## src/rtl/pov_frame_sequencer.sv

```systemverilog
// Frame sequencer and texture-address generator for the POV display.
// Optional build macro POV_TEAR_SYNC_EN: frame commits wait for rev_start so a frame never tears mid-sweep.
module pov_frame_sequencer #(
  parameter int LED_COUNT  = 52,
  parameter int TEX_WIDTH  = 64,
  parameter int NUM_FRAMES = 30,
  parameter int CLK_FREQ   = 100_000_000,
  parameter int FPS        = 15,
  parameter int THETA_BITS = 6,
  parameter int PX_BITS    = 6,
  parameter int ADDR_BITS  = $clog2(TEX_WIDTH * LED_COUNT * NUM_FRAMES)
) (
  input  logic                  clk,
  input  logic                  reset,
  input  logic [THETA_BITS-1:0] theta,
  input  logic                  rev_start,
  input  logic [PX_BITS-1:0]    px_num,
  input  logic [THETA_BITS-1:0] theta_offset,
  input  logic [1:0]            mode,
  input  logic                  play,
  input  logic                  restart,
  output logic [ADDR_BITS-1:0]  rom_addr,
  output logic [7:0]            frame_idx,
  output logic                  frame_tick,
  output logic                  done
);

  localparam int CYC_PER_FRAME = CLK_FREQ / FPS;
  localparam int TMR_BITS      = (CYC_PER_FRAME > 1) ? $clog2(CYC_PER_FRAME) : 1;
  localparam int FRAME_SZ      = TEX_WIDTH * LED_COUNT;

  localparam logic [TMR_BITS-1:0]  TMR_LAST   = TMR_BITS'(CYC_PER_FRAME - 1);
  localparam logic [TMR_BITS-1:0]  TMR_ONE    = TMR_BITS'(1'b1);
  localparam logic [TMR_BITS-1:0]  TMR_ZERO   = TMR_BITS'(1'b0);
  localparam logic [ADDR_BITS-1:0] FRAME_SZ_C = ADDR_BITS'(FRAME_SZ);
  localparam logic [ADDR_BITS-1:0] ADDR_ZERO  = ADDR_BITS'(1'b0);
  localparam logic [7:0]           LAST_IDX   = 8'(NUM_FRAMES - 1);

  typedef enum logic [1:0] {
    MODE_LOOP    = 2'b00,
    MODE_PING    = 2'b01,
    MODE_ONESHOT = 2'b10,
    MODE_HOLD    = 2'b11
  } mode_e;

  mode_e                 mode_s;
  logic                  run_s;
  logic                  expire_s;
  logic                  commit_s;
  logic                  change_s;
  logic [TMR_BITS-1:0]   timer_r;
  logic [TMR_BITS-1:0]   timer_nxt_s;
  logic [7:0]            idx_r;
  logic [7:0]            idx_nxt_s;
  logic [ADDR_BITS-1:0]  base_r;
  logic [ADDR_BITS-1:0]  base_nxt_s;
  logic                  dir_r;
  logic                  dir_nxt_s;
  logic                  done_r;
  logic                  done_nxt_s;
  logic                  tick_pre_r;
  logic [THETA_BITS-1:0] col_s;
  logic [ADDR_BITS-1:0]  row_off_s;
  logic [ADDR_BITS-1:0]  addr_nxt_s;

  assign mode_s = mode_e'(mode);

  // Frame timer: advance while playing and not holding; wrap at terminal count.
  always_comb begin
    run_s       = play && (mode_s != MODE_HOLD);
    expire_s    = 1'b0;
    timer_nxt_s = timer_r;
    if (run_s) begin
      if (timer_r == TMR_LAST) begin
        expire_s    = 1'b1;
        timer_nxt_s = TMR_ZERO;
      end else begin
        timer_nxt_s = timer_r + TMR_ONE;
      end
    end else begin
      timer_nxt_s = timer_r;
    end
  end

`ifdef POV_TEAR_SYNC_EN
  logic pending_r;
  logic pending_nxt_s;

  // Commit waits for the revolution boundary; expiries saturate into one pending advance.
  always_comb begin
    commit_s      = (pending_r || expire_s) && rev_start && (mode_s != MODE_HOLD) && !done_r;
    pending_nxt_s = pending_r;
    if (commit_s) begin
      pending_nxt_s = 1'b0;
    end else if (expire_s) begin
      pending_nxt_s = 1'b1;
    end else begin
      pending_nxt_s = pending_r;
    end
  end
`else
  logic rev_start_unused_s;
  assign rev_start_unused_s = rev_start;

  // Without tear sync the timer expiry itself commits the next frame.
  always_comb begin
    commit_s = expire_s && !done_r;
  end
`endif

  // Next frame index, base and direction for the current mode.
  always_comb begin
    idx_nxt_s  = idx_r;
    base_nxt_s = base_r;
    dir_nxt_s  = dir_r;
    done_nxt_s = done_r;
    case (mode_s)
      MODE_LOOP: begin
        if (idx_r == LAST_IDX) begin
          idx_nxt_s  = 8'd0;
          base_nxt_s = ADDR_ZERO;
        end else begin
          idx_nxt_s  = idx_r + 8'd1;
          base_nxt_s = base_r + FRAME_SZ_C;
        end
      end
      MODE_PING: begin
        if (dir_r) begin
          if (idx_r == LAST_IDX) begin
            dir_nxt_s  = 1'b0;
            idx_nxt_s  = idx_r - 8'd1;
            base_nxt_s = base_r - FRAME_SZ_C;
          end else begin
            idx_nxt_s  = idx_r + 8'd1;
            base_nxt_s = base_r + FRAME_SZ_C;
          end
        end else begin
          if (idx_r == 8'd0) begin
            dir_nxt_s  = 1'b1;
            idx_nxt_s  = 8'd1;
            base_nxt_s = base_r + FRAME_SZ_C;
          end else begin
            idx_nxt_s  = idx_r - 8'd1;
            base_nxt_s = base_r - FRAME_SZ_C;
          end
        end
      end
      MODE_ONESHOT: begin
        if (idx_r == LAST_IDX) begin
          done_nxt_s = 1'b1;
        end else begin
          idx_nxt_s  = idx_r + 8'd1;
          base_nxt_s = base_r + FRAME_SZ_C;
          done_nxt_s = (idx_r + 8'd1 == LAST_IDX);
        end
      end
      MODE_HOLD: begin
        idx_nxt_s = idx_r;
      end
      default: begin
        idx_nxt_s = idx_r;
      end
    endcase
    change_s = commit_s && (idx_nxt_s != idx_r);
  end

  // Texture address: frame base plus row (shift) plus wrapped column.
  always_comb begin
    col_s      = theta + theta_offset;
    row_off_s  = ADDR_BITS'(px_num) << THETA_BITS;
    addr_nxt_s = base_r + row_off_s + ADDR_BITS'(col_s);
  end

  // Sequencer state; restart returns to frame 0 and beats a coincident commit.
  always_ff @(posedge clk or negedge reset) begin
    if (!reset) begin
      timer_r    <= TMR_ZERO;
      idx_r      <= 8'd0;
      base_r     <= ADDR_ZERO;
      dir_r      <= 1'b1;
      done_r     <= 1'b0;
      tick_pre_r <= 1'b0;
`ifdef POV_TEAR_SYNC_EN
      pending_r  <= 1'b0;
`endif
    end else if (restart) begin
      timer_r    <= TMR_ZERO;
      idx_r      <= 8'd0;
      base_r     <= ADDR_ZERO;
      dir_r      <= 1'b1;
      done_r     <= 1'b0;
      tick_pre_r <= 1'b0;
`ifdef POV_TEAR_SYNC_EN
      pending_r  <= 1'b0;
`endif
    end else begin
      timer_r    <= timer_nxt_s;
      tick_pre_r <= change_s;
`ifdef POV_TEAR_SYNC_EN
      pending_r  <= pending_nxt_s;
`endif
      if (commit_s) begin
        idx_r  <= idx_nxt_s;
        base_r <= base_nxt_s;
        dir_r  <= dir_nxt_s;
        done_r <= done_nxt_s;
      end else begin
        idx_r  <= idx_r;
        base_r <= base_r;
        dir_r  <= dir_r;
        done_r <= done_r;
      end
    end
  end

  // Registered outputs; frame_tick lines up with the first address of the new frame.
  always_ff @(posedge clk or negedge reset) begin
    if (!reset) begin
      rom_addr   <= ADDR_ZERO;
      frame_tick <= 1'b0;
    end else if (restart) begin
      rom_addr   <= addr_nxt_s;
      frame_tick <= 1'b0;
    end else begin
      rom_addr   <= addr_nxt_s;
      frame_tick <= tick_pre_r;
    end
  end

  assign frame_idx = idx_r;
  assign done      = done_r;

endmodule

```

## config.mk

```make
export PLATFORM = sky130hd
export DESIGN_NAME = pov_frame_sequencer
export DESIGN_NICKNAME = d
export VERILOG_FILES = /design/src/rtl/pov_frame_sequencer.sv
export SDC_FILE = /design/constraint.sdc
export NUM_CORES = 1
export LEC_CHECK = 0
export ABC_AREA = 1
export BUFFER_PORTS_ARGS = -buffer_cell sky130_fd_sc_hd__buf_2
export CORE_ASPECT_RATIO = 0.7
export CORE_MARGIN = 2
export CORE_UTILIZATION = 50
export DETAILED_ROUTE_END_ITERATION = 10
export GPL_TIMING_DRIVEN = 1
export PLACE_DENSITY = 0.7
export SYNTH_ARGS = -nofsm -noshare
export SYNTH_HDL_FRONTEND = slang
export SYNTH_SLANG_ARGS = --single-unit
export TNS_END_PERCENT = 100
```

## constraint.sdc

```tcl
create_clock -name clk -period 2.62 [get_ports clk]
set_input_delay 0.524 -clock clk [delete_from_list [all_inputs] [get_ports clk]]
set_output_delay 0.524 -clock clk [all_outputs]
set_load 0.02 [all_outputs]
```

## After elaboration in Yosys (flattened, before gate mapping)

Cells that the tools add are included.
Widths: inputs -> output; s select.

| cells by class | value |
|---|---|
| $add $sub $neg | 8 |
| $mul | 0 |
| div/mod/pow operators | 0 |
| magnitude comparators | 0 |
| equality and inequality tests | 9 |
| shift operators | 0 |
| mux-type cells | 33 |
| bitwise logic cells | 0 |
| reduce and logical (&&, ||, !) cells | 14 |

Operators by type and width:

| cell | count |
|---|---|
| $mux 17 | 7 |
| $mux 23 | 3 |
| $mux 8 | 7 |
| $pmux 17 s3 | 1 |
| $pmux 8 s4 | 1 |
| $add 23x1->23 const B | 1 |
| $eq 23x23->1 const B | 1 |
| $add 17x12->17 | 1 |
| $add 17x12->17 const B | 1 |
| $add 17x6->17 | 1 |
| $sub 17x12->17 const B | 1 |
| $eq 8x5->1 const B | 2 |
| $mux 1 | 14 |
| $add 8x1->8 const B | 1 |
| $logic_not 8->1 | 1 |
| $ne 8x8->1 | 1 |
| $reduce_bool 2->1 | 4 |
| $sub 8x1->8 const B | 1 |
| $add 6x6->6 | 1 |
| $eq 2x2->1 const B | 2 |
| $reduce_and 2->1 | 2 |
| $reduce_bool 4->1 | 1 |
| $logic_and 1x1->1 | 3 |
| $ne 3x3->1 const B | 1 |
| other kinds (5) | 5 |

| storage, ports and cells | value |
|---|---|
| register bits | 69 |
| latch bits | 0 |
| memory bits (writable) | 0 |
| ROM bits | 0 |
| bits of input ports | 25 |
| memories kept | 0 |

## Depth between registers and ports, before layout

| logic depth | value |
|---|---|
| depth after elaboration | 7 |
| depth in mapped cells | 18 |

## Least setup slack after synthesis

No wires, ideal clock.

| path | value |
|---|---|
| kind | register to register |
| start | register idx_r[1], in the netlist frame_idx[1] |
| end | register tick_pre_r |
| library setup time | 0.115 ns |
| arrival | 2.271 ns |
| setup slack | 0.234 ns |
| stages on the path, launching flop included | 19 |
| buffers on the path | 1 |
| period minus slack after synthesis | 2.386 ns |
| path through | dfrtp_1 inv_1 ha_1 nand2_1 nor2_2 nand2_4 buf_4 ha_1 nor2_1 a211oi_1 nand2_1 nand2_1 nand2_1 nand2_1 inv_1 nor2_1 nand2_1 nor2_1 nor2_1 |

| between the ends | value |
|---|---|
| word-level cells in the longest chain between the ends | 7 |
| elaborated cells between the ends (all ways) | 13 |

Ends and longest elaborated chain:

| what | RTL line | text |
|---|---|---|
| start: declaration | 53 | `logic [7:0] idx_r;` |
| start signal: assignment | 203 | `idx_r <= idx_nxt_s;` |
| start signal: assignment | 208 | `idx_r <= idx_r;` |
| $sub 8x1->8, or another cell as far along | 131, 143 |  |
| $mux 8 (on tied branches) | 138, 129 |  |
| $mux 8 | 128 | `if (dir_r) begin` |
| $pmux 8 s4 | 117 | `case (mode_s)` |
| $ne 8x8->1 (*) | 164 | `change_s = commit_s && (idx_nxt_s != idx_r);` |
| $logic_and 1x1->1 (*) | 164 |  |
| $mux 1 (*) | 186 | `end else if (restart) begin` |
| end signal: assignment | 198 | `tick_pre_r <= change_s;` |
| end: declaration | 61 | `logic tick_pre_r;` |

Mark *: on every way between the ends. The rest lies on a longest branch, timed or not.
A chain may end at the register's enable or synchronous reset.

## Final worst setup path

| path | value |
|---|---|
| start | register timer_r[1] |
| end | register base_r[11] |

| between the ends | value |
|---|---|
| word-level cells in the longest chain between the ends | 6 |

Ends and longest elaborated chain:

| what | RTL line | text |
|---|---|---|
| start: declaration | 51 | `logic [TMR_BITS-1:0] timer_r;` |
| start signal: assignment | 197 | `timer_r <= timer_nxt_s;` |
| $eq 23x23->1 | 74 | `if (timer_r == TMR_LAST) begin` |
| $mux 1 | 74 |  |
| $mux 1 | 73 | `if (run_s) begin` |
| $logic_and 1x1->1 | 107 | `commit_s = expire_s && !done_r;` |
| $reduce_bool 2->1 (no source line) | - |  |
| $reduce_and 3->1 (no source line) | - |  |
| end signal: assignment | 204 | `base_r <= base_nxt_s;` |
| end signal: assignment | 209 | `base_r <= base_r;` |
| end: declaration | 55 | `logic [ADDR_BITS-1:0] base_r;` |

Every way passes these cells.

==> impl_summary.log <==
[metrics] run status: finished, final reports clean
[metrics] total routed wirelength: between 10 and 15 mm
[metrics] Hold Crit Class: in -> async
[metrics] CTS Buf Count: 9
[metrics] largest voltage drop on the vdd net: 0.370 mV
[metrics] Max Cap Viol: 0
[metrics] detail-routed net length per standard cell: 15.0 um
[metrics] fraction of the mapped netlist area in simple logic gates: 34.3%
[metrics] worst endpoint required time: 2.84 ns
[metrics] cell count after placement: between 800 and 900
[metrics] first-pass GRT wire length: 21.9 mm
[metrics] global-route usage over all layers: 26.5%
[metrics] Synth-to-Final Area Change: 15.3%
[metrics] setup slack after layout: 0.411 ns
[metrics] DIE AREA: slightly above 10000 sq um
[metrics] unique cell type count in the Yosys netlist: 47
[metrics] mux cell area share after synthesis: 0%
[metrics] final design area excluding fillers: roughly 5500 sq um
[metrics] power density over the cells: 460 nW/um^2
[metrics] drt pass-1 iters: 5
[metrics] final period demand of the worst path: 2.21 ns
[metrics] main combinational cell family by area after synthesis: simple AND/OR/NAND/NOR gates
[metrics] Detail Route Antenna Nets: 0
[metrics] initial standard-cell utilization of the core: ~52%
[metrics] adder-cell area share of the yosys netlist: 6.45%
[metrics] vias in the first global route: 4557
[metrics] total core area: 9180 sq um
[metrics] Place WS: 0.298 ns
[metrics] cell taking the most area after synthesis: sky130_fd_sc_hd__dfrtp_1
[metrics] fraction of final layout cells sized beyond drive strength 1: 15.4%
[metrics] sequential element share of the synthesized area: 32.0%
[metrics] Iteration-0 DRC Markers: around 570
[metrics] total buffers and inverters traversed by the critical path: 2
[metrics] total of cells resized after clock tree synthesis: 0
[metrics] clock tree from TritonCTS: built
[metrics] pin count of the biggest net entering global routing: 36
[metrics] number of register bits inferred by synthesis: 61
[metrics] portion of synthesized cell area occupied by the leading cell type: 31.5%
[metrics] share of async-settable or async-resettable flops after synthesis: 100%
[metrics] H-tree levels: 3
[metrics] setup repair after global routing missed its margin: no
[metrics] Longest Clk Path Bufs: 2
[metrics] final count of negative-setup-slack endpoints: 0
[metrics] Vias per Instance: ~5.6
[metrics] measured slew at the worst slew-check pin: 0.560 ns
[metrics] family with the most delay on the worst path: simple AND/OR/NAND/NOR gates
[metrics] critical path startpoint category: flip-flop
[metrics] achievable clock frequency: roughly 450 MHz
[metrics] Final Core Density: 59.9%
[metrics] post-placement cell area: roughly 5200 sq um
[metrics] post-CTS setup buffer count: 0
[metrics] combined area of all synthesized cells: 4770 sq um
[metrics] Ys Warns: 0
[metrics] critical path class: reg -> reg
[metrics] worst stage delay on the critical path: 0.40 ns
[metrics] xor/xnor cell area share of the yosys netlist: 6.06%
[metrics] static leakage power: 2.79 nW
[metrics] syn avg cell area: 6.90 sq um
[metrics] routability-driven placement congestion ratio: 0.938
[metrics] Worst-path clk slew: 0.05 ns
[metrics] net count of the mapped netlist: 740
[metrics] post-detailed-placement half-perimeter wirelength: between 9 and 10 mm
[metrics] die boundary height: around 86 um
[metrics] final-layout setup total negative slack: 0 ns
[metrics] master cell of the clock root buffer: sky130_fd_sc_hd__clkbuf_16
[metrics] quantity of I/O buffers inserted on ports: 50
[metrics] Congestion Overflow GR: 0
[metrics] number of enable-type register cells in the synthesized netlist: 0
[metrics] Final Hold Fails: 0
[metrics] data arrival time at the worst-slack endpoint: 2.43 ns
[metrics] Setup Skew: 0.00662 ns
[metrics] kind of end point of the critical path: flip-flop
[metrics] Post-synth top flop: sky130_fd_sc_hd__dfrtp_1
[metrics] maximum fanout count along the critical path: 7
[metrics] number of nets in the finished design: between 700 and 800
[metrics] total number of clock tree sinks: 61
[metrics] Max transition margin: 62.3%
[metrics] cell row count: 29
[metrics] detailed-route via count: 4892
[metrics] final max-slew violation count: 0
[metrics] slowest cell on the critical path: sky130_fd_sc_hd__dfrtp_1
[metrics] ordered list of cells on the worst path: inv_1, ha_1, inv_1, nor2_1, nand3_1, nor4_2, nand4_2, nor3_4, nand3_1, o21ai_0
[metrics] area fraction in compound gates after synthesis: a little under an eighth
[metrics] count of mapped cells out of synthesis: 691
[metrics] source-to-sink clock delay at the later pin of the worst-skew pair: 0.33 ns
[metrics] share of the clock period used by the worst path after layout: 84.3%
[metrics] Horiz. Die Dim: 121 um
[metrics] number of antenna violations at the first check in global routing: 0
[metrics] power after layout: 2.53 mW
[metrics] hold buffer count at CTS: 0
[metrics] final worst hold slack: 0.135 ns
[metrics] count of pins on the block boundary: 52
[metrics] Area contributors post-synth: sky130_fd_sc_hd__dfrtp_1, sky130_fd_sc_hd__nand2_1, sky130_fd_sc_hd__inv_1
[metrics] number of cells in the finished layout apart from fillers: between 800 and 900
[metrics] DRC violation count after routing: 0
[metrics] number of diodes added for antenna fixing: 0
## registers in the layout, summed over array words and instances (netlist names)
register and count:
frame_tick 1, tick_pre_r 1, base_r 9, timer_r 23, dir_r 1, rom_addr 17, frame_idx 8, done 1
## report_power, final
part	switching, mW	internal (mW)	total [mW]
clock network	0.429	0.749	1.18
logic	0.232	0.121	0.354
registers	0.0193	0.980	1.00
total	0.681	1.85	2.53
## worst paths after layout
check,to,start,cells after the start,slack (ns)
max in group asynchronous,timer_r[21],reset,2,1.93
min in group clk,rom_addr[7],px_num[1],1,0.33
hold reg to reg,frame_tick,tick_pre_r,2,0.47
setup reg to reg,base_r[11],timer_r[1],10,0.41
setup / recovery,base_r[11],timer_r[1],10,0.41
hold / removal,rom_addr[0],reset,1,0.14
## cell families (layout without fill, tap and decap cells)
kind of cell             after synthesis  count (layout)
AO/OA/AOI/OAI                         97              97
XOR/XNOR                              33              33
adder cells (fa/ha/maj)               24              24
buffers and inverters                107             169
flip-flops                            61              61
other                                  1               1
AND/OR/NAND/NOR                      368             368
## synthesized netlist by cell type, types with 4 or more instances
cell                         n
sky130_fd_sc_hd__nand2_1   190
sky130_fd_sc_hd__inv_1      80
sky130_fd_sc_hd__dfrtp_1    60
sky130_fd_sc_hd__nand3_1    60
sky130_fd_sc_hd__nor2_1     56
sky130_fd_sc_hd__a21oi_1    27
sky130_fd_sc_hd__o21ai_0    27
sky130_fd_sc_hd__xor2_1     26
sky130_fd_sc_hd__ha_1       23
sky130_fd_sc_hd__nor3_1     17
sky130_fd_sc_hd__o22ai_1    17
sky130_fd_sc_hd__nand4_1    14
sky130_fd_sc_hd__o211ai_1    8
sky130_fd_sc_hd__buf_2       7
sky130_fd_sc_hd__nor2_2      7
sky130_fd_sc_hd__xnor2_1     7
sky130_fd_sc_hd__clkbuf_1    5
sky130_fd_sc_hd__inv_2       5
sky130_fd_sc_hd__nor4_1      5
sky130_fd_sc_hd__o21ai_1     5
sky130_fd_sc_hd__buf_4       4
sky130_fd_sc_hd__or2_2       4
## final cells by class
type	instances	area (sq um)
fillers	857	3680
well taps	124	155
inverters	88	333
repair buffers	67	390
clock inverters	4	50.0
multi-input cells	523	2800
flip-flops and latches	61	1530
clock buffers	10	239
## cell usage in the layout (no fill, tap or decap), types with 3 or more instances in the layout
cell type	n
sky130_fd_sc_hd__o22ai_1	17
sky130_fd_sc_hd__ha_1	23
sky130_fd_sc_hd__o211ai_1	8
sky130_fd_sc_hd__inv_2	5
sky130_fd_sc_hd__o21ai_1	5
sky130_fd_sc_hd__nor2_1	56
sky130_fd_sc_hd__a21oi_1	27
sky130_fd_sc_hd__clkinv_2	3
sky130_fd_sc_hd__xnor2_1	7
sky130_fd_sc_hd__xor2_1	26
sky130_fd_sc_hd__nand3_1	60
sky130_fd_sc_hd__nand2_2	3
sky130_fd_sc_hd__o21ai_2	3
sky130_fd_sc_hd__dfrtp_1	60
sky130_fd_sc_hd__nand4_1	14
sky130_fd_sc_hd__inv_1	80
sky130_fd_sc_hd__buf_2	50
sky130_fd_sc_hd__nand3_2	3
sky130_fd_sc_hd__or2_2	4
sky130_fd_sc_hd__o21ai_0	27
sky130_fd_sc_hd__nor4_1	5
sky130_fd_sc_hd__buf_4	16
sky130_fd_sc_hd__nor3_1	17
sky130_fd_sc_hd__clkbuf_16	9
sky130_fd_sc_hd__nand2_1	190
sky130_fd_sc_hd__nor2_2	7
## layer usage
| metal | GRT usage [%] | vias up | routed length [um] |
|---|---|---|---|
| met4 | 8.88 | 0 | 328 |
| met1 | 38.5 | 2258 | 6270 |
| met5 | 0 | - | 0 |
| met2 | 39.8 | 207 | 5730 |
| met3 | 4.99 | 37 | 868 |
| li1 | - | 2390 | - |
No activity file was read; power rests on OpenSTA's default activity.
